`config.mk`:
```
export PLATFORM = sky130hd
export DESIGN_NAME = i2c_apb_regfile
export DESIGN_NICKNAME = d
export VERILOG_FILES = /design/src/rtl/i2c_regfile_pkg.sv /design/src/rtl/i2c_sync_edge.sv /design/src/rtl/i2c_apb_regfile.sv
export SDC_FILE = /design/constraint.sdc
export NUM_CORES = 1
export LEC_CHECK = 0
export BUFFER_PORTS_ARGS = -buffer_cell sky130_fd_sc_hd__clkbuf_2
export CORE_ASPECT_RATIO = 0.8
export CORE_MARGIN = 4
export CORE_UTILIZATION = 50
export DETAILED_ROUTE_END_ITERATION = 16
export PLACE_DENSITY_LB_ADDON = 0.08
export SLEW_MARGIN = 10
export SYNTH_ARGS = -nofsm -noshare
export SYNTH_HDL_FRONTEND = slang
export SYNTH_HIERARCHICAL = 1
export SYNTH_SLANG_ARGS = --single-unit
```
`constraint.sdc`:
```
create_clock -name pclk_i -period 4.8 [get_ports pclk_i]
set_input_delay 0.96 -clock pclk_i [delete_from_list [all_inputs] [get_ports pclk_i]]
set_output_delay 0.96 -clock pclk_i [all_outputs]
set_load 0.02 [all_outputs]
```
`src/rtl/i2c_regfile_pkg.sv`:
```
// Shared constants and types for the I2C controller APB register file.
//   - Byte addresses of every register (only paddr[7:0] is decoded).
//   - Bit positions inside CMD and IRQ_EN/IRQ_STAT.
//   - Two-state read FSM type used for the RXDATA wait state.
package i2c_regfile_pkg;

  localparam logic [7:0] ADDR_PRESC    = 8'h00;
  localparam logic [7:0] ADDR_CMD      = 8'h01;
  localparam logic [7:0] ADDR_TXDATA   = 8'h02;
  localparam logic [7:0] ADDR_RXDATA   = 8'h03;
  localparam logic [7:0] ADDR_ADDR_RW  = 8'h04;
  localparam logic [7:0] ADDR_STATUS   = 8'h05;
  localparam logic [7:0] ADDR_IRQ_EN   = 8'h06;
  localparam logic [7:0] ADDR_IRQ_STAT = 8'h07;

  localparam int CMD_EN_BIT = 6;
  localparam logic [7:0] CMD_RESET = 8'h04;

  localparam int IRQ_STOP = 0;  // stop condition completed
  localparam int IRQ_RXAV = 1;  // RX FIFO went non-empty
  localparam int IRQ_ERR  = 2;  // an error response was issued

  typedef enum logic {
    IDLE = 1'b0,
    WAIT = 1'b1
  } rd_state_t;

endpackage

```
`src/rtl/i2c_sync_edge.sv`:
```
// Multi-flop synchroniser with rising-edge pulse.
//   clk_i  : destination clock
//   rst_i  : synchronous active-high reset
//   d_i    : WIDTH-bit signal from a foreign clock domain
//   sync_o : d_i after STAGES flops
//   rise_o : one-cycle pulse per bit when sync_o goes 0->1
module i2c_sync_edge #(
  parameter int WIDTH  = 1,
  parameter int STAGES = 2
) (
  input  logic             clk_i,
  input  logic             rst_i,
  input  logic [WIDTH-1:0] d_i,
  output logic [WIDTH-1:0] sync_o,
  output logic [WIDTH-1:0] rise_o
);

  logic [STAGES-1:0][WIDTH-1:0] stage_q, stage_d;
  logic [WIDTH-1:0]             prev_q, prev_d;

  always_comb begin
    stage_d    = stage_q;
    stage_d[0] = d_i;
    for (int i = 1; i < STAGES; i++) begin
      stage_d[i] = stage_q[i-1];
    end
    prev_d = stage_q[STAGES-1];
  end

  always_ff @(posedge clk_i) begin
    if (rst_i) begin
      stage_q <= '0;
      prev_q  <= '0;
    end else begin
      stage_q <= stage_d;
      prev_q  <= prev_d;
    end
  end

  assign sync_o = stage_q[STAGES-1];
  assign rise_o = stage_q[STAGES-1] & ~prev_q;

endmodule

```
`src/rtl/i2c_apb_regfile.sv`:
```
// APB slave register file for the I2C controller.
//   APB side   : pclk_i/preset_i, psel/penable/pwrite/paddr/pwdata in,
//                prdata/pready/pslverr out. Zero wait states except a
//                one-cycle wait on RXDATA reads (FIFO pop latency).
//   Core side  : stop_cnt_i and status_i arrive from the core clock and
//                are synchronised here; register contents drive the core.
//   FIFO side  : rx_empty_i/tx_full_i flags, receive_i head data, and
//                single-cycle push/pop strobes.
//   irq_o      : registered OR of enabled IRQ_STAT bits.
module i2c_apb_regfile
  import i2c_regfile_pkg::*;
#(
  parameter int PRESC_W     = 16,
  parameter int SYNC_STAGES = 2,
  parameter int STATUS_W    = 8
) (
  input  logic                pclk_i,
  input  logic                preset_i,
  input  logic                psel_i,
  input  logic                penable_i,
  input  logic                pwrite_i,
  input  logic [31:0]         paddr_i,
  input  logic [31:0]         pwdata_i,
  output logic [31:0]         prdata_o,
  output logic                pready_o,
  output logic                pslverr_o,
  input  logic                stop_cnt_i,
  input  logic [STATUS_W-1:0] status_i,
  input  logic [7:0]          receive_i,
  input  logic                rx_empty_i,
  input  logic                tx_full_i,
  output logic [PRESC_W-1:0]  prescaler_o,
  output logic [7:0]          cmd_o,
  output logic [7:0]          address_rw_o,
  output logic [7:0]          transmit_o,
  output logic                tx_fifo_write_enable_o,
  output logic                rx_fifo_read_enable_o,
  output logic                irq_o
);

  logic [PRESC_W-1:0] presc_q, presc_d;
  logic [7:0]         cmd_q, cmd_d, tx_q, tx_d, addr_q, addr_d;
  logic [2:0]         irq_en_q, irq_en_d, irq_stat_q, irq_stat_d;
  logic               irq_q, irq_d, tx_we_q, tx_we_d, rx_empty_q, rx_empty_d;
  rd_state_t          rd_state_q, rd_state_d;

  logic [7:0]          addr_lo;
  logic                access, unmapped, rx_pop, wr_err, rd_err, wr_ok;
  logic [31:0]         rdata;
  logic                stop_level, stop_rise;
  logic [STATUS_W-1:0] status_sync, status_rise_unused;
  logic                unused_bits;

  i2c_sync_edge #(.WIDTH(1), .STAGES(SYNC_STAGES)) u_stop_sync (
    .clk_i  (pclk_i),
    .rst_i  (preset_i),
    .d_i    (stop_cnt_i),
    .sync_o (stop_level),
    .rise_o (stop_rise)
  );

  i2c_sync_edge #(.WIDTH(STATUS_W), .STAGES(SYNC_STAGES)) u_status_sync (
    .clk_i  (pclk_i),
    .rst_i  (preset_i),
    .d_i    (status_i),
    .sync_o (status_sync),
    .rise_o (status_rise_unused)
  );

  assign unused_bits = ^{paddr_i[31:8], pwdata_i, stop_level, status_rise_unused};

  // Transfer decode and response generation.
  always_comb begin
    addr_lo  = paddr_i[7:0];
    access   = psel_i & penable_i;
    unmapped = (addr_lo > ADDR_IRQ_STAT);
    // The pop is issued in the first access cycle; the FIFO head is then
    // valid during the WAIT cycle that completes the transfer.
    rx_pop   = access & ~pwrite_i & (addr_lo == ADDR_RXDATA) &
               (rd_state_q == IDLE) & ~rx_empty_i;
    pready_o = ~rx_pop;
    wr_err   = unmapped | (addr_lo == ADDR_RXDATA) | (addr_lo == ADDR_STATUS) |
               ((addr_lo == ADDR_TXDATA) & tx_full_i);
    rd_err   = unmapped | ((addr_lo == ADDR_RXDATA) & (rd_state_q == IDLE) & rx_empty_i);
    pslverr_o = access & pready_o & (pwrite_i ? wr_err : rd_err);
    wr_ok    = access & pwrite_i & ~wr_err;
  end

  always_comb begin
    rdata = '0;
    case (addr_lo)
      ADDR_PRESC:    rdata = 32'(presc_q);
      ADDR_CMD:      rdata = {24'b0, cmd_q};
      ADDR_TXDATA:   rdata = {24'b0, tx_q};
      ADDR_RXDATA:   if (rd_state_q == WAIT) rdata = {24'b0, receive_i};
      ADDR_ADDR_RW:  rdata = {24'b0, addr_q};
      ADDR_STATUS:   rdata = 32'(status_sync);
      ADDR_IRQ_EN:   rdata = {29'b0, irq_en_q};
      ADDR_IRQ_STAT: rdata = {29'b0, irq_stat_q};
      default:       rdata = '0;
    endcase
  end

  // Register next-state.
  always_comb begin
    presc_d    = presc_q;
    cmd_d      = cmd_q;
    tx_d       = tx_q;
    addr_d     = addr_q;
    irq_en_d   = irq_en_q;
    irq_stat_d = irq_stat_q;
    tx_we_d    = 1'b0;
    rx_empty_d = rx_empty_i;
    rd_state_d = rd_state_q;

    if (wr_ok) begin
      case (addr_lo)
        ADDR_PRESC:    presc_d = pwdata_i[PRESC_W-1:0];
        ADDR_CMD:      cmd_d = pwdata_i[7:0];
        ADDR_TXDATA: begin
          tx_d = pwdata_i[7:0];
          // Suppress a second push if the access phase is held longer.
          tx_we_d = ~tx_we_q;
        end
        ADDR_ADDR_RW:  addr_d = pwdata_i[7:0];
        ADDR_IRQ_EN:   irq_en_d = pwdata_i[2:0];
        ADDR_IRQ_STAT: irq_stat_d = irq_stat_q & ~pwdata_i[2:0];
        default: ;
      endcase
    end

    // Hardware events are applied after the CPU write so they win.
    if (stop_rise) cmd_d[CMD_EN_BIT] = 1'b0;
    irq_stat_d[IRQ_STOP] = irq_stat_d[IRQ_STOP] | stop_rise;
    irq_stat_d[IRQ_RXAV] = irq_stat_d[IRQ_RXAV] | (rx_empty_q & ~rx_empty_i);
    irq_stat_d[IRQ_ERR]  = irq_stat_d[IRQ_ERR] | pslverr_o;

    irq_d = |(irq_stat_q & irq_en_q);

    case (rd_state_q)
      IDLE:    if (rx_pop) rd_state_d = WAIT;
      WAIT:    rd_state_d = IDLE;
      default: rd_state_d = IDLE;
    endcase
  end

  always_ff @(posedge pclk_i) begin
    if (preset_i) begin
      presc_q    <= PRESC_W'(4);
      cmd_q      <= CMD_RESET;
      tx_q       <= '0;
      addr_q     <= '0;
      irq_en_q   <= '0;
      irq_stat_q <= '0;
      irq_q      <= 1'b0;
      tx_we_q    <= 1'b0;
      rx_empty_q <= 1'b0;
      rd_state_q <= IDLE;
    end else begin
      presc_q    <= presc_d;
      cmd_q      <= cmd_d;
      tx_q       <= tx_d;
      addr_q     <= addr_d;
      irq_en_q   <= irq_en_d;
      irq_stat_q <= irq_stat_d;
      irq_q      <= irq_d;
      tx_we_q    <= tx_we_d;
      rx_empty_q <= rx_empty_d;
      rd_state_q <= rd_state_d;
    end
  end

  assign prdata_o               = rdata;
  assign prescaler_o            = presc_q;
  assign cmd_o                  = cmd_q;
  assign address_rw_o           = addr_q;
  assign transmit_o             = tx_q;
  assign tx_fifo_write_enable_o = tx_we_q;
  assign rx_fifo_read_enable_o  = rx_pop;
  assign irq_o                  = irq_q;

endmodule

```
# --- Yosys cells after proc, flatten, opt, wreduce, memory -nomap -nowiden ---
# Index checks and enable logic that the tools add are counted.
op_classes:
  n_lt_le_gt_ge: 1
  eq_ne: 7
  mux: 7
  bitwise_logic: 33
  reduce_logical: 9
ops:
  columns: ["op", "count"]
  rows:
  - ["$pmux W16 S8", 1]
  - ["$eq A8 B3 Y1 const B", 4]
  - ["$eq A8 B2 Y1 const B", 2]
  - ["$and A1 B1 Y1", 14]
  - ["$reduce_and A2 Y1", 5]
  - ["$not A1 Y1", 9]
  - ["$eq A8 B1 Y1 const B", 1]
  - ["$gt A8 B3 Y1 const B", 1]
  - ["$logic_not A8 Y1", 1]
  - ["$mux W8", 1]
  - ["$or A1 B1 Y1", 7]
  - ["$and A3 B3 Y3", 2]
  - ["$mux W3", 2]
  - ["$reduce_or A3 Y1", 2]
  - ["$not A3 Y3", 1]
  - ["$mux W1", 2]
  - ["$pmux W1 S2", 1]
  - ["$reduce_or A2 Y1", 1]
word_totals:
  ff_bits: 69
  output_inout_bits: 77

# --- Longest topological paths before layout ---
# Gate-level depths: netlist of the first run.
logic_depth:
  depth_word: 9
  depth_mapped: 7
  depth_no_buf: 4

# --- Cells and area by module ---
# Netlist of the first run, hierarchy kept.
modules_own_cells:
  columns: ["mod", "n_inst", "cells_each", "area_per_inst_um2"]
  rows:
  - ["i2c_apb_regfile", 1, 285, 2661.3]
  - ["i2c_sync_edge (u_status_sync)", 1, 58, 743.2]
  - ["i2c_sync_edge (u_stop_sync)", 1, 7, 87.6]

# --- Worst setup path after synthesis of the first run ---
# OpenSTA, ideal clock, no wires.
synth_timing:
  path_kind: "input to output"
  from: "input port paddr_i[2]"
  to: "output port prdata_o[2]"
  arrival_time_ns: 2.138
  t_required_ns: 3.840
  setup_slack_ns: 1.702
  cell_stages: 7
  cell_sequence: "buf_4 buf_6 buf_4 mux2i_1 o211ai_1 o21ai_0 a21oi_1"
synth_between:
  elab_chain_len: 2
synth_lines:
  columns: ["item", "line", "source"]
  rows:
  - ["start: declaration", "i2c_apb_regfile.sv:22", "input logic [31:0] paddr_i,"]
  - ["$eq A8 B3 Y1, or another cell as far along", "i2c_apb_regfile.sv:91", "case (addr_lo)"]
  - ["$pmux W16 S8 (*)", "i2c_apb_regfile.sv:91", null]
  - ["end: declaration", "i2c_apb_regfile.sv:24", "output logic [31:0] prdata_o,"]
# Every way passes the cells marked *; elsewhere a longest branch is shown, timed or not.

# --- Worst setup path after layout of the first run ---
layout_timing:
  from: "input port paddr_i[6]"
  to: "output port rx_fifo_read_enable_o"
layout_between:
  elab_chain_len: 4
layout_lines:
  columns: ["item", "line", "source"]
  rows:
  - ["$eq A8 B2 Y1", "i2c_apb_regfile.sv:79", "rx_pop = access & ~pwrite_i & (addr_lo == ADDR_RXDATA) &"]
  - ["$and A1 B1 Y1 (2 in series)", "i2c_apb_regfile.sv:79", null]
  - ["$and A1 B1 Y1", "i2c_apb_regfile.sv:80", "(rd_state_q == IDLE) & ~rx_empty_i;"]
  - ["end: declaration", "i2c_apb_regfile.sv:37", "output logic rx_fifo_read_enable_o,"]
# Every way passes these cells.

==> out/results.txt, run 1 <==
Status: complete, no violations
YS warnings: 6
Setup-failing EPs final: 0
Initial antenna violation count: 0
FP Rows: 25
Starting Density: 52.99%
Synth Cell Area: 3216 µm²
Slew headroom: 47.36%
Clock net sink count: 69
First drt pass iteration count: 4
Biggest cell delay along the critical path: 0.66 ns
Final Cell Area: 3876 µm²
Met2 wire length: 3546 µm
Via density: 5.165
Vias: 2634
HPWL Detailed: 5653 µm
Clock root buffer: clkbuf_8
Setup TNS: 0 ns
Met1 WL: 3636 µm
Metal3 WL: 654 µm
PortBufs: 108
Final wirelength: 7946 µm
Largest net degree at the start of global routing: 44
Clock Skews: 0.01061 ns
Vias in the first global route: 2562
CP Cell Sequence: clkbuf_2 -> nor3_4 -> nand2_1 -> or4b_4 -> inv_1 -> clkbuf_2
Iter 0 DRT Violations: 206
I/O Pins: 165
Clock transition at path regs: 0.07 ns
Cts repair resizes: 0
Worst hold-check path type: flop to flop
Global route overflow: 0
Power Density: 301.5 nW/µm²
Kind of end point of the critical path: output port
Die Span Y: 79.73 µm
FMAX: 275.0 MHz
Critical-path top delay cell: or4b_4
CP most frequent cell: clkbuf_2
Final worst setup slack: 1.164 ns
Global-route wire length before repair: 12940 µm
Worst path arrival time: 2.68 ns
Worst slew pin tran: 0.7872 ns
Final hold violation count: 0
# diodes: 0
Fin util: 63.88%
Worst skew pair latency: 0.34 ns
Die ar.: 7786 µm²
Worst setup SP type: primary input
GRT Total Usage: 21.05%
Die width: 97.66 µm
Top Layer Used: met4
Residual DRC: 0
Total core area: 6068 µm²
WL/cell: 15.58 µm
Share of layout cells above drive strength 1: 35.20%
RSZ-0062 raised after global routing: no
Total setup buffers inserted after CTS: 0
Crit-path max FO: 11
Slew Limit Fails: 0
Synth Instances: 326
VDD IR max: 0.1976 mV
Post-CTS Hold Buffers: 0
MaxCap Viol Count: 0
Worst endpoint required time: 3.84 ns
Post-layout nets: 512
Layout area overhead: 20.54%
Syn Area/Cell: 9.864 µm²
Static Leak: 2.032 nW
GPL Wtd Cong: 0.7782
Place WS: 1.170 ns
H-tree Lvls: 3
CTS Buf Count: 9
Final period utilization: 75.76%
Clock tree from TritonCTS: yes
DP Area: 3665 µm²
Final worst path period need: 3.637 ns
ANT nets after route: 0
Longest Clk Path Bufs: 2
Crit Path Category: primary input to output port
==> sequential cells by signal (all words and copies together), names as in the netlist, 3 cells and up <==
signal and flops:
prescaler_o 16, address_rw_o 8, cmd_o 8, transmit_o 8, u_status_sync/stage_d 8, u_status_sync/sync_o 8
irq_en_q 3, irq_stat_q 3
==> report_power, final <==
part | internal (mW) | switching [mW] | total, mW | leakage, nW
clock | 0.282 | 0.210 | 0.492 | 0.106
combinational | 0.0330 | 0.0587 | 0.0917 | 1.37
sequential | 0.582 | 0.00327 | 0.585 | 0.561
total | 0.897 | 0.272 | 1.17 | 2.03
==> critical path: cells and delay by family <==
kind          cells  cell delay (ns)
buf+inv           3             0.33
simple gates      3             1.38
==> routing by layer <==
layer	global-route usage (%)	vias to the layer above
met5	0	-
met4	6.777	0
met3	6.638	9
met2	32.63	109
met1	28.01	1230
li1	-	1286
==> cells in the final DEF, fill, tap and decap left out, types with 4 or more instances in the layout <==
cell type  count
clkbuf_2     108
dfxtp_1       69
nor2_1        51
mux2i_1       51
conb_1        16
nor2b_1       15
clkbuf_8      12
and2_1         9
nor2b_2        9
mux2_2         8
nand2_1        8
inv_1          6
a21oi_1        6
and2b_1        4
a22oi_1        4
nor3_1         4
==> through the flow <==
stage	std cells	hold WS, ns	power (mW)
after detailed placement	494	0.4198	0.6893
after CTS	510	0.4366	1.176
final	510	0.4366	1.169
after global placement	494	0.4098	0.6877
after global routing	510	0.4445	1.218
after floorplan	341	0.4109	0.6670
==> path summary, 6_finish.rpt <==
kind | start | to | slack (ns) | depth (start not counted)
worst max-delay path | paddr_i[6] | rx_fifo_read_enable_o | 1.16 | 6
worst min-delay path | u_status_sync/stage_d[15] | u_status_sync/sync_o[7] | 0.44 | 1
worst max register to register | rd_state_q | rd_state_q | 3.47 | 3
worst min register to register | u_status_sync/stage_d[15] | u_status_sync/sync_o[7] | 0.44 | 1
==> final cells by class <==
type	instances	area, µm²
Clock buffer	13	168.9
Timing Repair Buffer	110	555.5
Fill cell	542	2192
Tap cell	81	101.3
Sequential cell	69	1381
Clock inverter	3	42.54
Inverter	6	22.52
Multi-Input combinational cell	228	1604
(Power assumes the default switching activity.)
==> inputs of run 2 (changes only) <==
- CORE_UTILIZATION: 50 -> 42
- clock period: 4.8 -> 3.2 ns (I/O delays scaled with it)
==> out/results.txt, run 2 (same netlist as run 1, synthesis figures left out) <==
ANT nets after route: 0
Initial antenna violation count: 0
Global-route wire length before repair: 13140 µm
Slew Limit Fails: 0
Biggest cell delay along the critical path: 0.42 ns
Status: complete, no violations
Crit-path max FO: 21
Final period utilization: 88.09%
Die Span Y: 86.26 µm
First drt pass iteration count: 4
Slew headroom: 27.73%
Worst endpoint required time: 2.56 ns
Met2 Use GR: 29.28%
Via density: 4.785
Cts repair resizes: 0
Largest net degree at the start of global routing: 50
Post-layout nets: 518
GPL Wtd Cong: 0.8352
MaxCap Viol Count: 0
Static Leak: 2.071 nW
Total core area: 7427 µm²
Vias in the first global route: 2511
# diodes: 0
Critical-path top delay cell: clkbuf_2
Commonest non-fill, non-tap cell in the layout: clkbuf_2
Layout area overhead: 23.39%
Iter 0 DRT Violations: 84
FMAX: 354.7 MHz
H-tree Lvls: 3
Kind of end point of the critical path: output port
Vias: 2584
Clock tree from TritonCTS: yes
Die ar.: 9128 µm²
Share of layout cells above drive strength 1: 36.09%
Worst setup SP type: primary input
Worst skew pair latency: 0.34 ns
CTS Buf Count: 9
Final wirelength: 8414 µm
Clock root buffer: clkbuf_8
Final hold violation count: 0
Die width: 105.8 µm
Met3 Usage GRT: 5.287%
Power Density: 450.6 nW/µm²
Clock Skews: 0.006710 ns
Post-CTS Hold Buffers: 0
Clock net sink count: 69
I/O Pins: 165
Global routing's busiest layer: met2
WL/cell: 15.58 µm
VDD IR max: 0.2294 mV
Setup TNS: 0 ns
Starting Density: 43.30%
Longest Clk Path Bufs: 2
Grt met1 use: 24.87%
CP Cell Sequence: clkbuf_2 -> nor2b_1 -> a22oi_1 -> o221ai_1 -> nor2b_1 -> clkbuf_2
Total setup buffers inserted after CTS: 0
Setup-failing EPs final: 0
RSZ-0062 raised after global routing: no
Min Hold Slack: 0.4273 ns
Residual DRC: 0
Clock transition at path regs: 0.08 ns
Worst path arrival time: 2.18 ns
Crit Path Category: primary input to output port
GRT Total Usage: 18.68%
Worst hold-check path type: flop to flop
HPWL Detailed: 6173 µm
Final worst path period need: 2.819 ns
Worst slew pin tran: 1.084 ns
PortBufs: 108
Most frequent cells in the layout: clkbuf_2 (108), dfxtp_1 (69), nor2_1 (51), mux2i_1 (51), conb_1 (16)
Flip-flop count of the largest register after layout: 16
Global route overflow: 0
FP Rows: 28
==> run 2: through the flow <==
stage	utilization, %	worst slack [ns]	power [mW]	std cells	cell area [µm²]
after floorplan	-	0.7422	1.001	341	3272
after global placement	50.52	0.4009	1.039	524	3752
after detailed placement	50.52	0.3673	1.040	524	3752
after CTS	53.42	0.3723	1.818	540	3968
after global routing	53.42	0.2223	1.867	540	3968
final	53.42	0.3810	1.788	540	3968
==> run 2: layout make-up <==
class                   instances  area, µm²
clock buffers                  10      127.6
well taps                     105      131.4
flip-flops and latches         69       1381
multi-input cells             228       1604
inverters                       6      22.52
fillers                       726       3460
repair buffers                116      613.1
clock inverters                 6      87.58
==> run 2: power by group <==
part           switching, mW  internal (mW)  leakage, nW  total, mW
Combinational         0.0904         0.0528         1.40      0.143
Clock                  0.329          0.439        0.110      0.768
Sequential           0.00501          0.872        0.561      0.877
==> run 2: routing by layer <==
layer	routed length (µm)	up-vias
li1	-	1304
met5	0	-
met3	655	14
met4	112	0
met2	3680	95
met1	3965	1171
==> run 2: worst max-delay path, delay by kind of cell <==
family	cells	cell delay [ns]
simple gates	2	0.59
compound gates	2	0.32
buf+inv	2	0.61
==> run 2: final timing paths <==
kind	from	cells after the start	slack, ns	to
setup / recovery	paddr_i[2]	6	0.38	prdata_o[6]
hold / removal	tx_fifo_write_enable_o	1	0.43	tx_fifo_write_enable_o
setup reg to reg	rd_state_q	3	1.88	rd_state_q
hold reg to reg	tx_fifo_write_enable_o	1	0.43	tx_fifo_write_enable_o
